### config.mk
export PLATFORM = sky130hd
export DESIGN_NAME = jvm_decode_sequencer
export DESIGN_NICKNAME = d
export VERILOG_FILES = /design/src/rtl/jvm_decode_sequencer.sv
export SDC_FILE = /design/constraint.sdc
export NUM_CORES = 1
export LEC_CHECK = 0
export ABC_CLOCK_PERIOD_IN_PS = 2300
export CORE_AREA = 2 2 73 75
export DETAILED_ROUTE_END_ITERATION = 7
export DIE_AREA = 0 0 75 77
export GPL_TIMING_DRIVEN = 0
export PLACE_DENSITY_LB_ADDON = 0.3
export SLEW_MARGIN = 10
export SYNTH_ARGS = -nofsm -noshare
export SYNTH_HDL_FRONTEND = slang
export SYNTH_SLANG_ARGS = --single-unit
### constraint.sdc
create_clock -name clk -period 2.3 [get_ports clk]
set_input_delay 0.69 -clock clk [delete_from_list [all_inputs] [get_ports clk]]
set_output_delay 0.69 -clock clk [all_outputs]
set_load 0.05 [all_outputs]
### src/rtl/jvm_decode_sequencer.sv
// JVM bytecode fetch/decode sequencer: opcode fetch, WIDE/NOP prefix handling,
// operand streaming and microcode next-address walk. Optional macro: PC_TRACK_EN (byte PC).
module jvm_decode_sequencer #(
  parameter int         PARAM_LEN   = 3,
  parameter int         ADR_W       = 8,
  parameter logic [7:0] WIDE_OPCODE = 8'hC4,
  parameter int         PC_W        = 16
) (
  input  logic                 clk,
  input  logic                 reset,
  input  logic                 waiting,
  input  logic [7:0]           iram_data,
  input  logic                 iram_valid,
  output logic                 iram_req,
  input  logic [PARAM_LEN-1:0] parameter_number,
  input  logic [ADR_W-1:0]     next_adr,
  output logic [1:0]           state,
  output logic [7:0]           jvm_opcode,
  output logic [ADR_W-1:0]     com_adr,
  output logic                 q_select,
  output logic                 is_wide,
  output logic                 param_valid,
  output logic [7:0]           param_byte,
  output logic [PARAM_LEN:0]   param_idx,
  output logic                 insn_done,
  output logic [PC_W-1:0]      jpc
);

  typedef enum logic [1:0] {FETCH = 2'd0, DECODE = 2'd1, PARAMS = 2'd2, ITERATE = 2'd3} state_t;

  localparam logic [PARAM_LEN:0] ONE = 1;

  state_t               st;
  logic [PARAM_LEN:0]   target;
  logic [PARAM_LEN:0]   counter;
  logic [PARAM_LEN:0]   dec_target;
  logic                 consume;

  assign state      = st;
  assign iram_req   = (st == FETCH) || (st == PARAMS);
  assign consume    = iram_req & iram_valid & ~waiting;
  // WIDE doubles the operand count; the extra bit keeps the shifted value exact
  assign dec_target = {1'b0, parameter_number} << is_wide;

  always_ff @(posedge clk or negedge reset) begin
    if (!reset) begin
      st          <= FETCH;
      jvm_opcode  <= '0;
      com_adr     <= '0;
      q_select    <= 1'b0;
      is_wide     <= 1'b0;
      param_valid <= 1'b0;
      param_byte  <= '0;
      param_idx   <= '0;
      insn_done   <= 1'b0;
      target      <= '0;
      counter     <= '0;
    end else begin
      // pulses last one cycle and are dropped, not replayed, across a stall
      param_valid <= 1'b0;
      insn_done   <= 1'b0;
      if (!waiting) begin
        unique case (st)
          FETCH: if (consume) begin
            jvm_opcode <= iram_data;
            st         <= DECODE;
          end
          DECODE: begin
            if (jvm_opcode == 8'h00) begin
              is_wide   <= 1'b0;
              insn_done <= 1'b1;
              st        <= FETCH;
            end else if (jvm_opcode == WIDE_OPCODE) begin
              is_wide <= 1'b1;
              st      <= FETCH;
            end else begin
              target <= dec_target;
              if (dec_target == '0) begin
                com_adr  <= ADR_W'(jvm_opcode);
                q_select <= 1'b1;
                st       <= ITERATE;
              end else begin
                counter  <= '0;
                q_select <= 1'b0;
                st       <= PARAMS;
              end
            end
          end
          PARAMS: if (consume) begin
            param_valid <= 1'b1;
            param_byte  <= iram_data;
            param_idx   <= counter;
            counter     <= counter + ONE;
            if (counter == target - ONE) begin
              com_adr  <= ADR_W'(jvm_opcode);
              q_select <= 1'b1;
              st       <= ITERATE;
            end
          end
          ITERATE: begin
            if (next_adr == '0) begin
              is_wide   <= 1'b0;
              insn_done <= 1'b1;
              st        <= FETCH;
            end else begin
              com_adr <= next_adr;
            end
          end
        endcase
      end
    end
  end

`ifdef PC_TRACK_EN
  always_ff @(posedge clk or negedge reset) begin
    if (!reset)       jpc <= '0;
    else if (consume) jpc <= jpc + PC_W'(1);
  end
`else
  assign jpc = '0;
`endif

endmodule

==> results of run 1 <==
## flip-flops by register name (all words and copies together) (netlist names), named ones only
| name | count |
|---|---|
| jvm_opcode | 8 |
| q_select | 1 |
| param_idx | 4 |
| com_adr | 8 |
| param_byte | 8 |
| target | 4 |
| param_valid | 1 |
| state | 1 |
| insn_done | 1 |
| is_wide | 1 |
| counter | 4 |
## worst reg2reg max path, delay by kind of cell (launching register included)
family                     cells  cell delay [ns]
AOI/OAI and AO/OA              1             0.20
xor gates and xnor gates       2             0.40
adders and majority gates      1             0.21
buffers and inverters          2             0.25
DFF                            1             0.39
muxes                          1             0.34
and+or+nand+nor                1             0.29
## metrics by stage
step	utilization [%]	cells
floorplan	-	198
global placement	57.9	324
detailed placement	58.2	325
CTS	60.4	334
global route	61.0	335
finish	61.0	335
## cell families after synthesis
logic type | after synthesis | synth area share (%)
buf+inv | 28 | 8.85
mux | 42 | 21.5
simple gates | 37 | 9.13
flops | 42 | 48.2
other cells | 1 | 0.172
fa+ha+maj | 2 | 1.15
compound gates | 23 | 7.75
xor+xnor | 8 | 3.22
## where the power goes
group / internal (uW) / switching [uW] / leakage, uW / total, uW
Combinational: 1150 / 1770 / 0.000815 / 2920
Clock: 213 / 271 / 0.0000441 / 484
Sequential: 1080 / 252 / 0.000508 / 1330
## layout make-up
type | count | area share [%]
sequential | 42 | 34.6
multi-input combinational | 128 | 33.5
timing repair buffer | 59 | 19.7
buffer | 21 | 5.48
tap | 70 | 2.88
clock buffer | 5 | 2.27
inverter | 7 | 0.865
clock inverter | 3 | 0.700
## layout by cell type (no fill, tap or decap), drive strengths merged, types with 2 or more instances in the layout
| master | synthesis | routed |
|---|---|---|
| a21oi | 3 | 3 |
| buf | 19 | 23 |
| clkbuf | 2 | 7 |
| clkdlybuf4s50 | 0 | 46 |
| clkinv | 0 | 2 |
| conb | 1 | 16 |
| dfrtp | 42 | 42 |
| dlygate4sd2 | 0 | 4 |
| dlymetal6s2s | 0 | 4 |
| ha | 2 | 2 |
| inv | 7 | 7 |
| mux2 | 38 | 38 |
| mux2i | 4 | 4 |
| nand2 | 8 | 8 |
| nand2b | 3 | 3 |
| nand3 | 2 | 2 |
| nor2 | 11 | 11 |
| nor3 | 7 | 7 |
| nor4 | 3 | 3 |
| o211ai | 2 | 2 |
| o21ai | 7 | 7 |
| xnor2 | 6 | 6 |
| xor2 | 2 | 2 |
## what timing repair did
item	4_1_cts	5_1_grt
buffers inserted	1	1
gates resized for setup	9	8
pin swaps	2	1
setup endpoints to repair	20	22
## layer usage
layer | part of all wire, % | GRT usage (%)
met1 | 42 | 21.2
met2 | 47 | 26.9
met3 | 9.2 | 7.88
met4 | 1.5 | 4.82
met5 | 0 | 0
## path summary, 6_finish.rpt
kind,startpoint,to,slack [ns]
setup / recovery,jvm_opcode[6]$_DFFE_PN0P_,jvm_opcode[6],0.05
hold reg to reg,com_adr[3]$_DFFE_PN0P_,com_adr[3]$_DFFE_PN0P_,0.51
hold / removal,reset,param_idx[3]$_DFFE_PN0P_,0.28
min in group clk,com_adr[3]$_DFFE_PN0P_,com_adr[3]$_DFFE_PN0P_,0.51
setup reg to reg,target[0]$_DFFE_PN0P_,com_adr[2]$_DFFE_PN0P_,0.12
max in group asynchronous,reset,com_adr[1]$_DFFE_PN0P_,1.56
==> results.md, run 1 <==
- Status: finished clean
- Buf/Inv on CP: 1
- Total Routing Usage GR: 17.2%
- Initial antenna violation count: 0
- Final hold vios: 0
- Worst slew pin tran: 0.531 ns
- DRT Pass-1 Iters: 4
- Detailed Route WL: 4630 um
- Top post-synthesis cells by area: dfrtp_1 (48%), mux2_2 (20%), buf_4 (5.5%)
- Vias in the first global route: 1599
- Asr flop ratio synth: 100%
- Die area: 5780 um2
- Power Total: 4740 uW
- Final period utilization: 97.9%
- Antenna Nets Post-Route: 0
- Largest net degree at the start of global routing: 30
- Initial Utilization: 43.8%
- CP Capture Type: output pin
- Multi-input gate area: 1020 um2
- Nets: 289
- Synth unique cells: 41
- Die width: 75 um
- Crit path DAT: 1.56 ns
- Hpwl dp: 3510 um
- Synth Register Bits: 42
- Overflow after GRT: 0
- Top post-synthesis cells by count: dfrtp_1 (42), mux2_2 (38), buf_4 (16)
- Synth Instances: 183
- Die Ht: 77 um
- EDFF count, synth: 0
- Mean routed wirelength per cell: 13.8 um
- CTS root buf: clkbuf_8
- Post-route setup TNS: 0 ns
- Worst Hold Class: input port to asynchronous set/reset pin
- Vias: 1609
- Crit-path max FO: 5
- Fill cells: 436
- CP required: 1.61 ns
- Worst-path clk slew: 0.09 ns
- Cell chain of the critical path: clkdlybuf4s50_1
- ANT cells: 0
- Post-Syn Area: 2180 um2
- Pre-CTS WS: -0.671 ns
- Post-route DRC: 0
- R2R cell count: 8
- Storage element area: 1050 um2
- Vias per inst: 4.80
- Leak: 0.00137 uW
- Hold buffers post-CTS: 0
- Slowest CP cell: clkdlybuf4s50_1
- Design Area, Final: 3040 um2
- CTS Sinks: 42
- RePlAce Congestion: 0.804
- Area growth, synth to finish: 39.4%
- Synth area leader: dfrtp_1
- Ports: 74
- CP Class: register to output pin
- CTS Buf Count: 5
- Fin crit period: 2.25 ns
- CP Launch Type: register
- Worst VDD drop: 0.857 mV
- Final setup fails: 0
- CP top delay family: buffers and inverters
- Achievable frequency: 0.444 GHz
- Pwr per Cell Area: 1560 nW/um2
- Fin worst setup slack: 0.0484 ns
- Max cap viols: 0
- Seq/Total Area, Yosys: 48.2%
- Core ar.: 4980 um2
- Layout cells sized above 1: 30.2%
- Longest Clk Path Bufs: 2
- Top_reg_cell synth: dfrtp_1
- Area after DPL: 2900 um2
- First-pass GRT wire length: 7600 um
- Largest stage delay, worst path: 0.83 ns
- Count leader, synth: dfrtp_1
- Synth warn: 0
- Fin Clk Skew: 0.00997 ns
- Placement Rows: 26
- Post-synth top area share: 48.2%
- Slew margin rel.: 64.8%
- Iter 0 DRT Violations: 72
- Levels on crit path: 1
- Skew-Pair Late Insertion Delay: 0.30 ns
- Slew Viols, Final: 0
- PortBufs: 56
- H-tree Lvls: 2
- Hold_ws: 0.285 ns
- CTS tree: yes
- Syn Area/Cell: 11.9 um2
Note: power is estimated with default switching activity, not from simulation.
==> run 2: changes to the inputs <==
Settings changed: CTS_BUF_LIST set to sky130_fd_sc_hd__clkbuf_4 sky130_fd_sc_hd__clkbuf_8, CTS_CLUSTER_DIAMETER set to 200, GPL_ROUTABILITY_DRIVEN set to 0.
==> results of run 2 <==
Final layout, timing and power as in run 1 (identical DEF).
==> run 3: changes to the inputs <==
Settings changed: ABC_AREA set to 1, CORE_AREA 2 2 73 75 to 2 2 74 76, DIE_AREA 0 0 75 77 to 0 0 76 78.
==> results.md, run 3 <==
- Crit path from: jvm_opcode[6]$_DFFE_PN0P_
- Area growth, synth to finish: 37.7%
- Most frequent cells in the layout: nand2_1 (84), clkdlybuf4s50_1 (50), inv_1 (42), dfrtp_1 (42), o21ai_0 (35)
- Die width: 76 um
- Top post-synthesis cells by count: nand2_1 (84), dfrtp_1 (42), inv_1 (42)
- CP Class: register to output pin
- Synth area leader: dfrtp_1
- Die area: 5930 um2
- Hpwl dp: 3900 um
- Largest regs: com_adr (8), jvm_opcode (8), param_byte (8)
- Cells after DPL: 435
- Pwr per Cell Area: 1470 nW/um2
- Nets: 397
- CTS Buf Count: 5
- Worst-path clk slew: 0.09 ns
- CP Capture Type: output pin
- Mean routed wirelength per cell: 11.1 um
- Post-synth top area share: 47.2%
- Initial antenna violation count: 0
- Slew Viols, Final: 0
- Final period utilization: 97.7%
- Worst reg2reg startpoint: target[0]$_DFFE_PN0P_
- CTS tree: yes
- Design Area, Final: 3070 um2
- Seq/Total Area, Yosys: 47.2%
- Vias: 2036
- Ports: 74
- CTS root buf: clkbuf_8
- Top_reg_cell synth: dfrtp_1
- Hold buffers post-CTS: 0
- Vias per inst: 4.60
- Area after DPL: 2960 um2
- Status: finished clean
- Post-route setup TNS: 0 ns
- Post-Layout Cell Count: 443
- Slew margin rel.: 64.8%
- H-tree Lvls: 2
- Worst VDD drop: 0.810 mV
- CTS Sinks: 42
- PortBufs: 57
- Setup Fix Bufs, Post-CTS: 0
- Die Ht: 78 um
- Largest stage delay, worst path: 0.84 ns
- DRT Pass-1 Iters: 4
- ANT cells: 0
- Synth unique cells: 26
- Fill cells: 458
- Skew-Pair Late Insertion Delay: 0.30 ns
- Max cap viols: 0
- Crit path DAT: 1.56 ns
- Longest Clk Path Bufs: 2
- Buf/Inv on CP: 1
- Post-Syn Area: 2230 um2
- Top post-synthesis cells by area: dfrtp_1 (47%), nand2_1 (14%), o21ai_0 (7.9%)
- Count leader, synth: nand2_1
- Leak: 0.00161 uW
- Final hold vios: 0
- First-pass GRT wire length: 8680 um
- Fin Clk Skew: 0.0103 ns
- Iter 0 DRT Violations: 116
- Total Routing Usage GR: 17.7%
- Unrepaired setup endpoints after global routing: false
- Layout cells sized above 1: 10.2%
- Initial Utilization: 44.1%
- EDFF count, synth: 0
- Crit-path max FO: 5
- Synth Register Bits: 42
- CP required: 1.61 ns
- Cell chain of the critical path: clkdlybuf4s50_1
- Final core occ: 60.8%
- Slowest CP cell: clkdlybuf4s50_1
- Worst Hold Class: input port to asynchronous set/reset pin
- Synth Instances: 292
- CP Launch Type: register
- Core ar.: 5040 um2
- Antenna Nets Post-Route: 0
- Placement Rows: 26
- Achievable frequency: 0.445 GHz
- Overflow after GRT: 0
- Syn Area/Cell: 7.62 um2
- Detailed Route WL: 4920 um
- Largest net degree at the start of global routing: 24
- Vias in the first global route: 1980
- CP top delay family: buffers and inverters
- Asr flop ratio synth: 100%
- Post-route DRC: 0
- Worst slew pin tran: 0.527 ns
- Fin crit period: 2.25 ns
- Final setup fails: 0
- Most common cell after layout, fill and taps aside: nand2_1
- Synth warn: 0
[run 3: cell types whose count changed after synthesis, sizes merged, moves of 3 or more]
cell	change
nand2b	-3
mux2i	-4
mux2	-38
o21ai	+31
nand2	+77
nor3	-6
a21oi	+3
inv	+40
nor4	-3
nand4	+12
nand3	+9
xnor2	-6
nor2	+8
[run 3: kinds of logic after synthesis]
group | after synthesis | share of synthesized area (%)
AND/OR/NAND/NOR | 129 | 24.7
buffers and inverters | 68 | 14.3
AO/OA/AOI/OAI | 50 | 12.5
flip-flops | 42 | 47.2
adder cells (fa/ha/maj) | 2 | 1.12
other | 1 | 0.168
[run 3: final timing paths]
| path | cells past startpoint | slack (ns) | to |
|---|---|---|---|
| max in group asynchronous | 2 | 1.48 | jvm_opcode[3]$_DFFE_PN0P_ |
| hold reg to reg | 2 | 0.47 | com_adr[2]$_DFFE_PN0P_ |
| hold / removal | 1 | 0.34 | param_valid$_DFF_PN0_ |
| min in group clk | 2 | 0.47 | com_adr[2]$_DFFE_PN0P_ |
| setup reg to reg | 13 | 0.33 | register |
| setup / recovery | 1 | 0.05 | jvm_opcode[6] |
[run 3: where the power goes]
group	switching, uW	internal [uW]
Clock	266	247
Combinational	1830	844
Sequential	274	1060
Total	2370	2150
[run 3: cell type report]
| type | instances | area, um2 | area share, % |
|---|---|---|---|
| plain buffers | 21 | 141 | 4.61 |
| clock buffers | 6 | 82.6 | 2.69 |
| clock inverters | 2 | 16.3 | 0.531 |
| inverters | 47 | 176 | 5.76 |
| multi-input cells | 197 | 913 | 29.8 |
| flip-flops and latches | 42 | 1050 | 34.3 |
| well taps | 70 | 87.6 | 2.86 |
| repair buffers | 58 | 597 | 19.5 |
[run 3: metal layers]
metal	part of all wire (%)	vias up	wire length (um)	GRT usage (%)
met3	5.1	7	251	3.95
met2	49	56	2410	31.8
li1	-	1052	-	-
met4	1.7	0	85	5.82
met1	44	921	2180	21.2
met5	0	-	0	0
[run 3: repair_timing]
item / CTS / global route
resized for setup: 3 / 3
setup endpoints to repair: 3 / 3
gates cloned: 0 / 0
[run 3: metrics by stage]
stage / hold slack (ns) / setup WS, ns / total power, uW
after floorplan: 0.394 / 0.351 / 3190
after global placement: 0.458 / -0.455 / 3980
after detailed placement: 0.461 / 0.0684 / 4030
after CTS: 0.355 / 0.0256 / 4540
after global routing: 0.368 / 0.00409 / 4850
final: 0.341 / 0.0528 / 4510
